===== config.mk =====
export PLATFORM = sky130hd
export DESIGN_NAME = store_buffer
export DESIGN_NICKNAME = d
export VERILOG_FILES = /design/src/rtl/store_buffer.sv
export SDC_FILE = /design/constraint.sdc
export NUM_CORES = 1
export LEC_CHECK = 0
export ABC_AREA = 1
export CAP_MARGIN = 30
export CORE_MARGIN = 4
export CORE_UTILIZATION = 49
export CTS_BUF_LIST = sky130_fd_sc_hd__clkbuf_4 sky130_fd_sc_hd__clkbuf_8
export DETAILED_ROUTE_END_ITERATION = 8
export PLACE_DENSITY_LB_ADDON = 0.25
export SLEW_MARGIN = 20
export SYNTH_ARGS = -nofsm -noshare
export SYNTH_HDL_FRONTEND = slang
export SYNTH_SLANG_ARGS = --single-unit

===== constraint.sdc =====
create_clock -name clk -period 3.8 [get_ports clk]
set_input_delay 0.76 -clock clk [delete_from_list [all_inputs] [get_ports clk]]
set_output_delay 0.76 -clock clk [all_outputs]
set_load 0.05 [all_outputs]

===== src/rtl/store_buffer.sv =====
// Posted-write FIFO between the core data port and the arbiter.
// Loads wait behind queued stores, then pass straight through.
module store_buffer #(
   parameter int DEPTH = 4,
   parameter int PTR_W = $clog2(DEPTH)
) (
   input  logic             clk,
   input  logic             rst,
   input  logic             cpu_en,
   input  logic [3:0]       cpu_write_en,
   input  logic [31:0]      cpu_addr,
   input  logic [31:0]      cpu_write_data,
   output logic [31:0]      cpu_read_data,
   output logic             cpu_stall,
   output logic             mem_en,
   output logic [3:0]       mem_write_en,
   output logic [31:0]      mem_addr,
   output logic [31:0]      mem_write_data,
   input  logic [31:0]      mem_read_data,
   input  logic             mem_busy,
   output logic [PTR_W:0]   buf_count,
   output logic             buf_empty
);

   localparam logic [PTR_W:0]   FULL = (PTR_W+1)'(DEPTH);
   localparam logic [PTR_W:0]   CNT_ONE = (PTR_W+1)'(1);
   localparam logic [PTR_W-1:0] PTR_ONE = PTR_W'(1);

   logic [31:0]      r_addr [DEPTH];
   logic [31:0]      r_data [DEPTH];
   logic [3:0]       r_strb [DEPTH];
   logic [PTR_W-1:0] r_wr_ptr;
   logic [PTR_W-1:0] r_rd_ptr;
   logic [PTR_W:0]   r_count;

   logic w_store;
   logic w_load_req;
   logic w_empty;
   logic w_full;
   logic w_push;
   logic w_pop;
   logic w_load;

   assign w_store    = cpu_en & (|cpu_write_en);
   assign w_load_req = cpu_en & ~(|cpu_write_en);
   assign w_empty    = (r_count == '0);
   assign w_full     = (r_count == FULL);
   // A full buffer refuses the push even if the head pops this cycle
   assign w_push     = w_store & ~w_full;
   assign w_pop      = ~w_empty & ~mem_busy;
   assign w_load     = w_load_req & w_empty;

   always_ff @(posedge clk or posedge rst) begin
      if (rst) begin
         r_wr_ptr <= '0;
         r_rd_ptr <= '0;
         r_count  <= '0;
      end else begin
         if (w_push) r_wr_ptr <= r_wr_ptr + PTR_ONE;
         if (w_pop)  r_rd_ptr <= r_rd_ptr + PTR_ONE;
         unique case ({w_push, w_pop})
            2'b10:   r_count <= r_count + CNT_ONE;
            2'b01:   r_count <= r_count - CNT_ONE;
            default: r_count <= r_count;
         endcase
      end
   end

   always_ff @(posedge clk) begin
      if (w_push) begin
         r_addr[r_wr_ptr] <= cpu_addr;
         r_data[r_wr_ptr] <= cpu_write_data;
         r_strb[r_wr_ptr] <= cpu_write_en;
      end
   end

   always_comb begin
      mem_en         = 1'b0;
      mem_write_en   = 4'h0;
      mem_addr       = 32'h0;
      mem_write_data = 32'h0;
      cpu_read_data  = 32'h0;
      if (!w_empty) begin
         mem_en         = 1'b1;
         mem_write_en   = r_strb[r_rd_ptr];
         mem_addr       = r_addr[r_rd_ptr];
         mem_write_data = r_data[r_rd_ptr];
      end else if (w_load) begin
         mem_en        = 1'b1;
         mem_addr      = cpu_addr;
         cpu_read_data = mem_read_data;
      end
   end

   assign cpu_stall = (w_store & w_full)
                    | (w_load_req & (~w_empty | mem_busy));
   assign buf_count = r_count;
   assign buf_empty = w_empty;

endmodule


After elaboration in Yosys (flattened, before gate mapping)
Memory sizes are Yosys's and may differ from the RTL's.
Index checks and enable logic that the tools add are counted.
{ "op_classes": {"n_eq_ne": 3, "addsub": 4, "bitwise": 13, "n_mux": 11, "n_reduce_logical": 3} }
{ "op_table": {"columns": ["op", "count"], "rows": [
  ["$mux W32", 5],
  ["$and A1 B1 Y1", 7],
  ["$pmux W3 S2", 1],
  ["$add A2 B1 Y2 const B", 2],
  ["$mux W1", 4],
  ["$mux W4", 1],
  ["$not A1 Y1", 4],
  ["$reduce_or A4 Y1", 1],
  ["$add A3 B1 Y3 const B", 1],
  ["$eq A3 B3 Y1 const B", 1],
  ["$logic_not A3 Y1", 1],
  ["$sub A3 B1 Y3 const B", 1],
  ["$eq A2 B1 Y1 const B", 1],
  ["$eq A2 B2 Y1 const B", 1],
  ["$or A1 B1 Y1", 2],
  ["$reduce_bool A2 Y1", 1]
]} }
{ "totals": {"ramBits": 272, "output_inout_bits": 106, "elab_cells": 40, "regBits": 7, "mem_count": 3, "inputBits": 104} }
{ "mem_list": {"columns": ["name", "words", "width", "read_ports", "rd_clocked_by_memory_dff", "wr", "line_no", "source"], "rows": [
  ["r_addr", 4, 32, 1, 0, 1, "29", "logic [31:0] r_addr [DEPTH];"],
  ["r_data", 4, 32, 1, 0, 1, "30", "logic [31:0] r_data [DEPTH];"],
  ["r_strb", 4, 4, 1, 0, 1, "31", "logic [3:0] r_strb [DEPTH];"]
]} }

Logic depth before layout (Yosys ltp)
{ "logic_depth": {"word_depth": 6, "depth_mapped": 11, "mapped_depth_nobuf": 11} }

Least setup slack after synthesis
No wires, ideal clock.
{ "synth_timing": {"kind": "in2reg", "startpoint": "input port cpu_write_en[1]", "endpoint": "memory r_addr[0][0] (enable)", "path_stages": 4, "slack_ps": -685, "path_buffers": 0, "arrival_ps": 3990, "setup_time_ps": 495, "required_ps": 3305, "path_cell_list": "nor2_1 > nand2_2 > nand3_1 > nor2_1"} }
{ "synth_between": {"elab_chain_cells": 5} }
{ "synth_lines": {"columns": ["item", "line_no", "source"], "rows": [
  ["start: declaration", "10", "input logic [3:0] cpu_write_en,"],
  ["$reduce_or A4 Y1", "44", "assign w_store = cpu_en & (|cpu_write_en);"],
  ["$and A1 B1 Y1", "44", null],
  ["$and A1 B1 Y1", "49", "assign w_push = w_store & ~w_full;"],
  ["$mux W1", "70", "if (w_push) begin"],
  ["$mux W1 (implied by the code)", "71", "r_addr[r_wr_ptr] <= cpu_addr;"],
  ["end: declaration", "29", null]
]} }
Every way passes these cells.

Final worst setup path
{ "layout_timing": {"startpoint": "register r_count[0], in the netlist buf_count[0]", "endpoint": "output port cpu_read_data[16]"} }
{ "layout_between": {"elab_chain_cells": 4} }
{ "layout_lines": {"columns": ["item", "line_no", "source"], "rows": [
  ["start: declaration", "34", "logic [PTR_W:0] r_count;"],
  ["start signal: assignment", "62", "2'b10: r_count <= r_count + CNT_ONE;"],
  ["start signal: assignment", "63", "2'b01: r_count <= r_count - CNT_ONE;"],
  ["start signal: assignment", "64", "default: r_count <= r_count;"],
  ["$logic_not A3 Y1 *", "46", "assign w_empty = (r_count == '0);"],
  ["$and A1 B1 Y1", "51", "assign w_load = w_load_req & w_empty;"],
  ["$mux W32", "88", "end else if (w_load) begin"],
  ["$mux W32 *", "83", "if (!w_empty) begin"],
  ["end: declaration", "13", "output logic [31:0] cpu_read_data,"]
]} }
Mark *: on every way between the ends. The rest lies on a longest branch, timed or not.

==> reports/qor.yml <==
clock_tree:
  ctsLongestPathBuffers: 3
  clk_pin_slew_worst_paths_ns: 0.06
  insertion_delay_ns: 0.54
  cts_tree: "done"
  clock_sinks: 279
  htree_num_levels: 2
  cts_resized: 0
  cts_buffers: 45
  cts-hold-fix-buffers: 0
  root_buffer: "clkbuf_8"
  postCtsSetupBuffers: 0
setup_path:
  crit_required_ns: 3.04
  crit_path_end_kind: "primary output"
  worstSetupEndpoint: "cpu_read_data[16]"
  reg2regPathDepth: 12
  cp-startpoint: "buf_count[0]"
  r2r-start: "buf_count[0]"
  path_class: "reg2out"
  cp.arrival_ns: 2.62
  start_kind: "flop"
  r2r-end: "buf_count[2]"
  rrSetupSlack_ns: 1.35
  critPathMaxFanout: 53
power:
  p_leak_uw: 0.00667
  power.internal_uw: 8740
  switchingPower_uw: 6520
  total_power_uw: 15300
  vdd.ir_drop.worst_v: 0.000716
  clkPwrFrac: 0.165
  power_density_mw_per_mm2: 938
  p_seq_frac: 0.273
  combPwrFrac: 0.562
  p_sw_frac: 0.427
die:
  row_count: 57
  io_pins: 210
  start_util: 0.495
  die_area_mm2: 0.0271
  die_x_um: 165
  core_area_mm2: 0.0242
  die_h_um: 165
final_layout:
  fillers: 1803
  drive_gt1_frac: 0.163
  syn_to_final_growth_pct: 35.6
  nets: 1440
global_routing:
  first_global_vias: 8308
  grt_use_total: 0.203
  grt_pass1_wl_um: 43100
  grt-ovfl-total: 0
  grt_max_degree: 138
  antenna_found_initial: 2
run_status:
  status: "complete, no violations"
sta:
  max_slew.worst_pin.slew_ns: 0.932
  rsz0062_at_grt: "no"
  fmax_mhz: 296
  slew_headroom: 0.378
  final.min_clock_period_ns: 3.38
  fin_setup_tns_ns: 0
  setup_viol: 0
  skew_ns: 0.0234
  finalHoldViolCount: 0
  finalWorstSetupSlack_ns: 0.416
  min_period_over_period: 0.891
  slew_viol_final: 0
routing:
  vias: 8455
  wire_per_inst_um: 16.6
  final_antenna_net_count: 0
  drtIter0Drc: 569
  drtPass1Iterations: 6
  wirelength_um: 28000
  via_per_inst: 5.00
  drc: 0
placement:
  io_buffers: 209
  dp_hpwl_um: 16500
  gp_congestion: 0.735
  dp_worst_setup_slack_ns: 0.466
flow_run:
  max_cap_violations: 0
yosys:
  async_reset_ff_frac: 0.0251
  synth_edf_count: 272
  yosys.cell_count.top_type: "nand2_1"
  postSynthCellCount: 1113
  synth_flop_cell: "edfxtp_1"
  yosysSeqAreaShare: 0.695
  syn-num-nets: 1223
  synth_area_mm2: 0.0120
  synth_top_cell_by_area: "edfxtp_1"
  ys_seq_elements: 279
  avgSynthCellArea_um2: 10.8
  synth_area_leaders: "edfxtp_1 68%, nand2_1 12%, nand3_1 6.9%, inv_1 3.8%, buf_2 1.7%"
  ys_types: 24
  synth_common_cells: "388 x nand2_1, 272 x edfxtp_1, 166 x nand3_1"
  yosysWarnings: 0
  post-synth-top-area-fraction: 0.680
min_path:
  hp-class: "in2async"
[area by class of cell]
| type | count | area (µm²) | share of cell area |
|---|---|---|---|
| antenna | 1 | 2.50 | 0.000154 |
| clock buffer | 61 | 739 | 0.0454 |
| clock inverter | 21 | 153 | 0.00937 |
| inverter | 122 | 463 | 0.0284 |
| multi-input combinational | 651 | 2870 | 0.176 |
| sequential | 279 | 8350 | 0.513 |
| tap | 324 | 405 | 0.0249 |
| timing repair buffer | 231 | 3300 | 0.203 |
[through the flow]
step	util	hold WS, ns	std cells	area (µm²)
floorplan	-	0.492	1113	12000
global placement	0.635	0.514	1607	15400
detailed placement	0.635	0.530	1607	15400
CTS	0.671	0.454	1689	16300
global route	0.672	0.464	1690	16300
finish	0.672	0.472	1690	16300
[layer usage]
metal  up-vias  part of all wire  GRT usage
li1       4135                 -          -
met1      4030              0.40      0.262
met2       250              0.52      0.352
met3        38             0.056     0.0337
met4         2             0.016     0.0643
met5         -           0.00057          0
[state kept, by name, summed over array words and instances (netlist names)]
| signal | flops |
|---|---|
| buf_count | 3 |
| r_wr_ptr | 2 |
| r_strb | 16 |
| r_addr | 128 |
| r_data | 128 |
| r_rd_ptr | 2 |
[how the worst min path moves through the flow]
stage | start | end | slack [ns] | cells past startpoint
final | rst | buf_count[0] | 0.47 | 2
after global routing | rst | buf_count[2] | 0.46 | 2
after CTS | rst | r_rd_ptr[0] | 0.45 | 2
after detailed placement | r_wr_ptr[1] | r_wr_ptr[1] | 0.53 | 2
after global placement | r_wr_ptr[1] | r_wr_ptr[1] | 0.51 | 2
after floorplan | r_wr_ptr[1] | r_wr_ptr[1] | 0.49 | 2
[cell usage in the layout (no fill, tap or decap)]
cell type	instances
nor2_1	24
fa_1	1
dfrtp_4	1
nand3_1	166
clkinv_1	10
inv_4	2
nand4_1	4
clkbuf_8	45
clkinvlp_4	1
diode_2	1
o21ai_0	4
nor2_2	10
a21oi_1	36
buf_4	21
buf_12	104
dfrtp_2	1
nand2_2	2
edfxtp_1	272
ha_1	5
xnor2_1	2
clkinv_2	6
inv_6	2
inv_2	1
inv_1	119
nand2_1	388
xor2_1	1
or2_2	1
bufinv_16	2
nand2_4	1
clkdlybuf4s50_1	106
nor2_4	6
clkbuf_4	16
dfrtp_1	5
[cells by family (layout without fill, tap and decap cells)]
group                      after synthesis  after routing  share of synthesized area
other                                    0              1                          0
DFF                                    279            279                      0.695
AOI/OAI and AO/OA                       40             40                     0.0167
and+or+nand+nor                        602            602                      0.211
adders and majority gates                6              6                    0.00688
buffers and inverters                  183            435                     0.0686
xor gates and xnor gates                 3              3                    0.00219
[worst max-delay path: stages (launching register included)]
cell and delay, ns:
dfrtp_1 0.44, nor2_4 0.15, nand2_2 0.08, inv_4 0.51
nand2_4 0.36, nor2_1 0.33, buf_12 0.18
[power by group through the flow]
stage,Clock [µW],Combinational [µW],Sequential [µW]
after floorplan,0,4690,4300
after global placement,0,8560,4210
after detailed placement,0,8650,4230
after CTS,2580,8680,4170
after global routing,2730,9110,4210
final,2520,8580,4170
(Power assumes the default switching activity.)
